## config.mk

```make
export PLATFORM = sky130hd
export DESIGN_NAME = id_ex_stage
export DESIGN_NICKNAME = d
export VERILOG_FILES = /design/src/rtl/id_ex_stage_pkg.sv /design/src/rtl/id_ex_stage_operand_bypass.sv /design/src/rtl/id_ex_stage.sv
export SDC_FILE = /design/constraint.sdc
export NUM_CORES = 1
export LEC_CHECK = 0
export ABC_AREA = 1
export ABC_CLOCK_PERIOD_IN_PS = 6300
export CAP_MARGIN = 10
export CELL_PAD_IN_SITES_DETAIL_PLACEMENT = 1
export CELL_PAD_IN_SITES_GLOBAL_PLACEMENT = 2
export CORE_MARGIN = 2
export CORE_UTILIZATION = 22
export CTS_CLUSTER_DIAMETER = 150
export DETAILED_ROUTE_END_ITERATION = 10
export PLACE_DENSITY = 0.77
export SLEW_MARGIN = 20
export SYNTH_ARGS = -nofsm -noshare
export SYNTH_HDL_FRONTEND = slang
export SYNTH_HIERARCHICAL = 1
export SYNTH_SLANG_ARGS = --single-unit
export TNS_END_PERCENT = 10
```

## constraint.sdc

```tcl
create_clock -name clk -period 6.3 [get_ports clk]
set_input_delay 0.945 -clock clk [delete_from_list [all_inputs] [get_ports clk]]
set_output_delay 0.945 -clock clk [all_outputs]
set_load 0.1 [all_outputs]
```

## src/rtl/id_ex_stage_pkg.sv

```systemverilog
// Shared widths, control-bundle bit positions and register constants for the ID/EX stage.
package id_ex_stage_pkg;

  localparam int unsigned XLEN          = 32;
  localparam int unsigned CTRL_W        = 16;

  // Bit positions inside the opaque decoded control bundle
  localparam int unsigned LOAD_BIT      = 0;
  localparam int unsigned REG_WRITE_BIT = 1;
  localparam int unsigned MEM_WRITE_BIT = 2;

  localparam logic [4:0]  REG_ZERO      = 5'd0;

endpackage

```

## src/rtl/id_ex_stage_operand_bypass.sv

```systemverilog
// Selects one EX operand: x0 reads zero, a same-cycle write-back wins over the stale RF read.
module operand_bypass #(
  parameter int unsigned XLEN = id_ex_stage_pkg::XLEN
) (
  input  logic [4:0]      rs,
  input  logic [XLEN-1:0] rf_rd,
  input  logic            wb_we,
  input  logic [4:0]      wb_rd,
  input  logic [XLEN-1:0] wb_data,
  output logic [XLEN-1:0] op
);
  import id_ex_stage_pkg::*;

  always_comb begin
    op = rf_rd;
    if (rs == REG_ZERO) begin
      op = '0;
    end else if (wb_we && (wb_rd == rs)) begin
      op = wb_data;
    end
  end

endmodule

```

## src/rtl/id_ex_stage.sv

```systemverilog
// ID/EX pipeline register with write-back bypass, x0 masking, load-use bubble and stall/flush.
module id_ex_stage #(
  parameter int unsigned XLEN     = id_ex_stage_pkg::XLEN,
  parameter int unsigned CTRL_W   = id_ex_stage_pkg::CTRL_W,
  parameter int unsigned LOAD_BIT = id_ex_stage_pkg::LOAD_BIT
) (
  input  logic              clk,
  input  logic              rst,
  input  logic              stall,
  input  logic              flush,
  input  logic              id_valid,
  input  logic [XLEN-1:0]   id_pc,
  input  logic [4:0]        id_rs1,
  input  logic [4:0]        id_rs2,
  input  logic [4:0]        id_rd,
  input  logic [XLEN-1:0]   id_imm,
  input  logic [CTRL_W-1:0] id_ctrl,
  input  logic [XLEN-1:0]   rf_rd1,
  input  logic [XLEN-1:0]   rf_rd2,
  input  logic              wb_we,
  input  logic [4:0]        wb_rd,
  input  logic [XLEN-1:0]   wb_data,
  output logic              id_hold,
  output logic              ex_valid,
  output logic [XLEN-1:0]   ex_pc,
  output logic [XLEN-1:0]   ex_imm,
  output logic [4:0]        ex_rs1,
  output logic [4:0]        ex_rs2,
  output logic [4:0]        ex_rd,
  output logic [CTRL_W-1:0] ex_ctrl,
  output logic [XLEN-1:0]   ex_op1,
  output logic [XLEN-1:0]   ex_op2
);
  import id_ex_stage_pkg::*;

  logic              ex_valid_q, ex_valid_d;
  logic [XLEN-1:0]   ex_pc_q,    ex_pc_d;
  logic [XLEN-1:0]   ex_imm_q,   ex_imm_d;
  logic [4:0]        ex_rs1_q,   ex_rs1_d;
  logic [4:0]        ex_rs2_q,   ex_rs2_d;
  logic [4:0]        ex_rd_q,    ex_rd_d;
  logic [CTRL_W-1:0] ex_ctrl_q,  ex_ctrl_d;
  logic [XLEN-1:0]   ex_op1_q,   ex_op1_d;
  logic [XLEN-1:0]   ex_op2_q,   ex_op2_d;

  logic [XLEN-1:0]   op1_sel;
  logic [XLEN-1:0]   op2_sel;
  logic              load_use;

  operand_bypass #(.XLEN(XLEN)) u_bypass_op1 (
    .rs      (id_rs1),
    .rf_rd   (rf_rd1),
    .wb_we   (wb_we),
    .wb_rd   (wb_rd),
    .wb_data (wb_data),
    .op      (op1_sel)
  );

  operand_bypass #(.XLEN(XLEN)) u_bypass_op2 (
    .rs      (id_rs2),
    .rf_rd   (rf_rd2),
    .wb_we   (wb_we),
    .wb_rd   (wb_rd),
    .wb_data (wb_data),
    .op      (op2_sel)
  );

  // Conservative: a match on either source index stalls, whether or not the source is used
  assign load_use = id_valid & ex_valid_q & ex_ctrl_q[LOAD_BIT] & (ex_rd_q != REG_ZERO) &
                    ((ex_rd_q == id_rs1) | (ex_rd_q == id_rs2));

  assign id_hold = ~rst & (stall | load_use);

  always_comb begin
    ex_valid_d = ex_valid_q;
    ex_pc_d    = ex_pc_q;
    ex_imm_d   = ex_imm_q;
    ex_rs1_d   = ex_rs1_q;
    ex_rs2_d   = ex_rs2_q;
    ex_rd_d    = ex_rd_q;
    ex_ctrl_d  = ex_ctrl_q;
    ex_op1_d   = ex_op1_q;
    ex_op2_d   = ex_op2_q;
    if (flush) begin
      ex_valid_d = 1'b0;
    end else if (stall) begin
      ex_valid_d = ex_valid_q;
    end else if (load_use) begin
      ex_valid_d = 1'b0;
      ex_ctrl_d  = '0;
    end else begin
      ex_valid_d = id_valid;
      ex_pc_d    = id_pc;
      ex_imm_d   = id_imm;
      ex_rs1_d   = id_rs1;
      ex_rs2_d   = id_rs2;
      ex_rd_d    = id_rd;
      ex_ctrl_d  = id_ctrl;
      ex_op1_d   = op1_sel;
      ex_op2_d   = op2_sel;
    end
  end

  always_ff @(posedge clk or posedge rst) begin
    if (rst) begin
      ex_valid_q <= 1'b0;
      ex_pc_q    <= '0;
      ex_imm_q   <= '0;
      ex_rs1_q   <= '0;
      ex_rs2_q   <= '0;
      ex_rd_q    <= '0;
      ex_ctrl_q  <= '0;
      ex_op1_q   <= '0;
      ex_op2_q   <= '0;
    end else begin
      ex_valid_q <= ex_valid_d;
      ex_pc_q    <= ex_pc_d;
      ex_imm_q   <= ex_imm_d;
      ex_rs1_q   <= ex_rs1_d;
      ex_rs2_q   <= ex_rs2_d;
      ex_rd_q    <= ex_rd_d;
      ex_ctrl_q  <= ex_ctrl_d;
      ex_op1_q   <= ex_op1_d;
      ex_op2_q   <= ex_op2_d;
    end
  end

  assign ex_valid = ex_valid_q;
  assign ex_pc    = ex_pc_q;
  assign ex_imm   = ex_imm_q;
  assign ex_rs1   = ex_rs1_q;
  assign ex_rs2   = ex_rs2_q;
  assign ex_rd    = ex_rd_q;
  assign ex_ctrl  = ex_ctrl_q;
  assign ex_op1   = ex_op1_q;
  assign ex_op2   = ex_op2_q;

endmodule

```

**After elaboration in Yosys (flattened, before gate mapping)**

Index checks and enable logic that the tools add are counted.

- Bits in registers: 160
- Input port bits: 202
- Output and inout bits: 161

- Equality and inequality tests: 5
- Multiplexer cells: 8
- Bitwise operators: 11
- Reductions and logical operators: 7

Operator list:

| cell | count |
|---|---|
| 32-bit two-way mux | 4 |
| 5-bit equality test | 4 |
| 16-bit two-way mux | 1 |
| 5-bit logical NOT | 2 |
| 1-bit AND | 5 |
| 5-bit nonzero test | 1 |
| 1-bit inverter | 4 |
| 1-bit two-way mux | 3 |
| 3-bit AND reduction | 1 |
| 1-bit logical AND | 2 |
| 2-bit by 1-bit != test with 1-bit output (second input constant) | 1 |
| 1-bit bitwise OR | 2 |
| 2-bit AND reduction | 1 |

**Depth between registers and ports, before layout**

- Depth after elaboration: 7
- Gate-level depth with buffers: 12
- Mapped depth without buffers: 10

**Cells and area by module**

Netlist, hierarchy kept.

Modules (own cells, without submodules):

| module | instances | cells each | area an instance (um^2) | seq. area each (um^2) |
|---|---|---|---|---|
| id_ex_stage | 1 | 747 | 6488.7 | 4003.8 |
| operand_bypass | 2 | 199 | 818.3 | 0.0 |

**Least setup slack after synthesis**

No wires, ideal clock.

- Path type: register to output
- Start point: register ex_rd_q[3] (netlist: ex_rd[3])
- End point: output id_hold
- Data arrival time: 3.375 ns
- Data required time: 5.355 ns
- Setup slack: 1.980 ns
- Stages on the path, launching flop included: 11
- Cells stage by stage: dfrtp_1 -> inv_1 -> nand2_1 -> nand2_1 -> nor2_1 -> nand3_1 -> nand2_1 -> nand2_2 -> buf_2 -> buf_2 -> a21oi_1

- Word-level cells in the longest chain between the ends: 5
- Elaborated cells on any way between the ends: 8

Ends and longest elaborated chain:

| item | RTL line | RTL |
|---|---|---|
| from (decl) | id_ex_stage.sv:41 | `logic [4:0] ex_rd_q, ex_rd_d;` |
| from (signal assigned) | id_ex_stage.sv:121 | `ex_rd_q <= ex_rd_d;` |
| 5-bit equality test or 5-bit nonzero test (tied branches) | id_ex_stage.sv:70, id_ex_stage.sv:69 |  |
| 1-bit bitwise OR or 1-bit AND (tied branches) | id_ex_stage.sv:70, id_ex_stage.sv:69 |  |
| 1-bit AND * | id_ex_stage.sv:69 | `assign load_use = id_valid & ex_valid_q & ex_ctrl_q[LOAD_BIT] & (ex_rd_q != REG_ZERO) &` |
| 1-bit bitwise OR * | id_ex_stage.sv:72 | `assign id_hold = ~rst & (stall \| load_use);` |
| 1-bit AND * | id_ex_stage.sv:72 |  |
| to (decl) | id_ex_stage.sv:23 | `output logic id_hold,` |

Every way passes the cells marked *; elsewhere a longest branch is shown, timed or not.

**Worst setup path in the final report**

- Start point: input id_rs2[3]
- End point: output id_hold

- Word-level cells in the longest chain between the ends: 5

Ends and longest elaborated chain:

| item | RTL line | RTL |
|---|---|---|
| from (decl) | id_ex_stage.sv:14 | `input logic [4:0] id_rs2,` |
| 5-bit equality test | id_ex_stage.sv:70 | `((ex_rd_q == id_rs1) \| (ex_rd_q == id_rs2));` |
| 1-bit bitwise OR | id_ex_stage.sv:70 |  |
| 1-bit AND | id_ex_stage.sv:69 |  |
| 1-bit bitwise OR | id_ex_stage.sv:72 |  |
| 1-bit AND | id_ex_stage.sv:72 |  |

No other way between the ends.

==> results.yml <==
outcome:
  status: "complete, no violations"
detailed_routing:
  drtAntennaViolNets: 0
  dr.pass1.iters: 4
  via_count: 8303
  wl_per_cell_um: 17.0
  viasPerCell: 4.26
  drc: 0
  routed_wirelength_um: 33100
  drtIter0Drc: 261
cells_and_area:
  fillers: 4474
  fin_cells: 1947
  multi_input_area_mm2: 0.00342
  layout-drive-gt1-share_pct: 4.94
  final_util_pct: 34.9
  syn_to_final_growth_pct: 57.0
  layout.cells.most_common: "nand2_1"
  seqCellArea_mm2: 0.00400
  fin_area_mm2: 0.0128
  most-common-layout-cells: "481 x nand2_1, 361 x clkdlybuf4s50_1, 162 x nand3_1, 160 x dfrtp_1, 140 x nor2_1"
  layout.nets: 1668
die:
  die_h_um: 196
  start_util_pct: 22.2
  rows: 70
  die_area_mm2: 0.0385
  core_area_mm2: 0.0365
  top_level_ports: 363
  die_w_um: 196
setup_path:
  rrSetupSlack_ns: 3.66
  slowest_stage: "clkdlybuf4s50_1"
  path_buf_inv: 3
  cp-start-kind: "input pin"
  path_cells: "clkdlybuf4s50_1 -> inv_1 -> nand2_1 -> nand2_1 -> nor2_1 -> nand3_1 -> nand2_1 -> nand2_8 -> a21oi_1 -> buf_4"
  crit_arrival_ns: 3.01
  worstRegToRegCells: 9
  reg2reg_to: "ex_op2[2]"
  worst_path_largest_cell_delay_ns: 0.62
  crit_top_cell: "nand2_1"
  required_ns: 5.35
  cp_max_fo: 87
  crit_family: "buffers and inverters"
  r2r_start: "ex_rd[0]"
  crit_path_end_kind: "output pin"
  path_class: "in2out"
place:
  port_buffers: 362
  dpl_worst_slack_ns: 2.32
  dpl_cell_area_mm2: 0.0121
  routabilityCongestion: 0.768
  hpwlAfterDp_um: 23300
  place_inst: 1915
power:
  p_per_area_mw_per_mm2: 328
  worst_ir_drop_vdd_v: 0.000136
  p_total_mw: 4.18
  total_leakage_power_nw: 6.64
clocking:
  root_buffer: "clkbuf_16"
  postCtsSetupBuffers: 0
  numCtsBuffers: 17
  cts.reportedPaths.clkPinSlew_ns: 0.06
  cts_sinks: 160
  clock_path_buffers: 2
  hold_buffers: 0
  cts_tree: "done"
  insertion_delay_ns: 0.44
  cts_htree_levels: 4
  post_cts_resized: 0
hold_path:
  holdPathEnd: "ex_imm[20]"
  hold_class: "reg2reg"
  hp-start: "ex_imm[20]"
  hold_depth: 2
synthesis:
  synthCells: 1145
  ys_warn_count: 6
  synthTopCellsByArea: "dfrtp_1 49%, nand2_1 22%, nand3_1 10%"
  synth_top_area_share_pct: 49.3
  synth_top_family_by_area: "simple AND/OR/NAND/NOR gates"
  yosysUniqueCellTypes: 18
  synth_compound_area_share_pct: 0.0616
  synth-seq-cells: 160
  synth_area_mm2: 0.00813
  synthMuxAreaShare_pct: 0
  synthSimpleGateAreaFrac_pct: 41.4
  yosysTopAreaCell: "dfrtp_1"
  synth-xor-area-share_pct: 0.216
  ys_seq_area_share_pct: 49.3
  synth_fp_nets: 1347
  avgSynthCellArea_um2: 7.10
  synthAdderAreaFrac_pct: 0
grt:
  grt_pass1_vias: 8777
  grt_pass1_wl_um: 51900
  grtUsageTotal_pct: 17.5
  grt_overflow_total: 0
  antenna_found_initial: 3
  grt_max_degree: 88
timing:
  slew_headroom_pct: 27.5
  clock-skew-final_ns: 0.0108
  setup_slack_ns: 2.34
  hold_viol: 0
  holdWs_ns: 0.467
  post-route-min-period_ns: 3.96
  finalMaxSlewViolations: 0
  setup_viol: 0
  fmax_mhz: 253
  fin_crit_sh_pct: 62.8
  worstMarginPinSlew_ns: 1.08
  rsz0062_at_grt: "no"
  tns_ns: 0
flow_run:
  maxCapViolCount: 0
[cells by family after synthesis]
kind of cell / count (synthesis)
AOI/OAI and AO/OA: 1
and+or+nand+nor: 816
DFF: 160
xor gates and xnor gates: 2
buffers and inverters: 166
[Yosys cell counts]
cell	instances
buf_1	7
nor2_1	140
buf_6	7
nand3_1	164
a21oi_1	1
dfrtp_1	160
nand4_1	2
inv_2	3
clkbuf_1	22
buf_4	7
nor3_1	2
nand3_4	2
xnor2_1	2
buf_2	25
nor2_2	7
nand2_1	481
nand2_2	18
inv_1	95
[how the worst max path moves through the flow]
stage	end	slack, ns	depth (start not counted)	start
2_1_floorplan	ex_ctrl[0]	1.04	1	rst
3_5_place_dp	id_hold	2.32	10	id_rs2[3]
5_1_grt	id_hold	2.13	10	id_rs2[3]
6_report	id_hold	2.34	10	id_rs2[3]
3_3_place_gp	id_hold	2.33	10	id_rs2[1]
4_1_cts	id_hold	2.32	10	id_rs2[3]
[metal layers]
layer  GRT usage [%]  routed length, um
met5               0                 26
met4            3.73                336
met3            4.97               2240
met2            28.9              15400
met1            22.9              15100
[cell type report]
class | instances | area share (%)
clock inverter | 13 | 1.83
clock buffer | 18 | 3.44
tap | 468 | 4.59
timing repair buffer | 370 | 29.0
antenna | 1 | 0.0196
multi-input combinational | 819 | 26.8
sequential | 160 | 31.4
inverter | 98 | 2.92
[tightest hold or removal path: stages, from the launching register on]
cell,delay [ns]
dfrtp_1,0.34
nand2_1,0.05
nand2_1,0.05
[registers in the layout, indices dropped and copies added, names as in the netlist]
register and cells:
ex_imm 32, ex_op1 32, ex_op2 32, ex_pc 32
ex_ctrl 16, ex_rd 5, ex_rs1 5, ex_rs2 5
ex_valid 1
[report_power, final]
group          switching [mW]  internal, mW
clock                   0.457         0.755
combinational            1.30         0.422
sequential             0.0847          1.16
total                    1.84          2.34
Power figures use the tool's default switching activity.
==> edit: new RTL, same flow settings <==
The package constant `REG_ZERO` goes from 5'd0 to 5'd1.
--- a/src/rtl/id_ex_stage_pkg.sv
+++ b/src/rtl/id_ex_stage_pkg.sv
@@ -11,3 +11,3 @@
 
-  localparam logic [4:0]  REG_ZERO      = 5'd0;
+  localparam logic [4:0]  REG_ZERO      = 5'd1;
 
Function: changed (a bounded check fails within 4 cycles, from zero or initial values and one cycle with rst high).
==> edit against the original RTL <==
Via count up 0.93%. Power shrank 2.3%. Non-clock buffer count shrank 4. Routed wire length shrank 0.80%. Design area decreased by 0.96%. Sequential cell count is the same. Global-route usage down 0.11 points. Critical path depth stayed put. Worst setup slack got worse by 0.14 ns. Clock skew up 0.0015 ns. Final cell count down 0.26%. Area after synthesis shrank 0.71%. Largest cell class unchanged.
==> edit: results (changes against the original RTL) <==
Worst setup path
  – Largest fanout on the critical path: 98 (was 87)
  – Worst reg2reg path depth: 10 (was 9)
  – Worst R2R Start: ex_rd[4] (was ex_rd[0])
  – Worst reg2reg endpoint: ex_op1[18] (was ex_op2[2])
  – Arrival @ worst endpoint: 3.15 ns (was 3.01 ns)

Place
  – Placed Instance Area: 12000 um^2 (was 12100 um^2)
  – Routability congestion estimate: 0.764 (was 0.768)
  – Post-DP HPWL: 22500 um (was 23300 um)

Power
  – Peak VDD IR: 184 uV (was 136 uV)
  – Part of the power in registers: 30.4% (was 29.8%)
  – Sw frac: 44.7% (was 44.1%)

Synth
  – Post-Syn Nets: 1346 (was 1347)
  – Dominant cells by area after synthesis: dfrtp_1 (50%), nand2_1 (23%), nand3_1 (10%), nor2_1 (6.6%), inv_1 (4.4%) (was dfrtp_1 (49%), nand2_1 (22%), nand3_1 (10%), nor2_1 (6.5%), inv_1 (4.4%))
  – Library cells used by synthesis: 17 (was 18)
  – Sequential share of the synthesized area: 49.6% (was 49.3%)
  – Synthesized area: 8070 um^2 (was 8130 um^2)

STA
  – Slew headroom: 28.5% (was 27.5%)
  – Clock skew: 0.0123 ns (was 0.0108 ns)

Global route
  – Vias in the first global route: 8746 (was 8777)
  – Initial antenna violation count: 1 (was 3)
  – Largest net degree at the start of global routing: 162 (was 88)
  – First-pass GRT wire length: 51500 um (was 51900 um)

Cells and area
  – # fillers: 4425 (was 4474)
  – Nets: 1663 (was 1668)

Route
  – Vias: 8380 (was 8303)
  – WL final: 32900 um (was 33100 um)

Min path
  – Hold Crit Start: ex_rs1[1] (was ex_imm[20])
  – Worst Hold End: ex_rs1[1] (was ex_imm[20])

Status
  – Status: finished clean (unchanged)
edit: changes by cell type after synthesis, sizes merged:
cell,before,now
nor2,147,146
nor3,2,3
buf,46,48
a31oi,0,1
nand4,2,0
clkbuf,22,20
nand3,166,167
inv,98,97
edit: logic make-up (layout without fill, tap and decap cells):
kind of cell / after synthesis / after routing / synth area share [%]
compound gates: 2 / 2 / 0.140
xor+xnor: 2 / 2 / 0.217
buf+inv: 165 / 494 / 8.81
flops: 160 / 160 / 49.6
other cells: 0 / 1 / 0
simple gates: 815 / 815 / 41.2
edit: layer usage:
layer / part of all wire, % / vias up / global-route usage [%]
li1: - / 4106 / -
met1: 44 / 3991 / 22.0
met2: 46 / 253 / 28.5
met3: 8.1 / 30 / 5.85
met4: 1.5 / 0 / 4.75
met5: 0 / - / 0
edit: metrics by stage:
step	worst slack, ns	total power [uW]	cells	hold slack [ns]	util, %
floorplan	1.04	2460	1144	0.974	-
global placement	2.18	2980	1910	0.453	33.0
detailed placement	2.20	2990	1910	0.457	33.0
CTS	2.19	4150	1941	0.473	34.7
global route	1.99	4270	1942	0.493	34.8
finish	2.20	4090	1942	0.470	34.8
edit: area by class of cell:
cell class | count | area, um^2 | share of cell area, %
antenna | 1 | 2.50 | 0.0198
clock buffer | 21 | 460 | 3.65
clock inverter | 10 | 160 | 1.27
inverter | 97 | 369 | 2.92
multi-input combinational | 819 | 3390 | 26.8
sequential | 160 | 4000 | 31.7
tap | 468 | 586 | 4.64
timing repair buffer | 366 | 3660 | 29.0
edit: critical path, stage by stage:
cell and delay (ns):
clkdlybuf4s50_1 0.60, inv_1 0.07, nand2_1 0.06, nand2_1 0.05, nor2_1 0.09, nand3_1 0.08, nand2_1 0.17, nand2_8 0.38
a21oi_1 0.29, buf_4 0.31
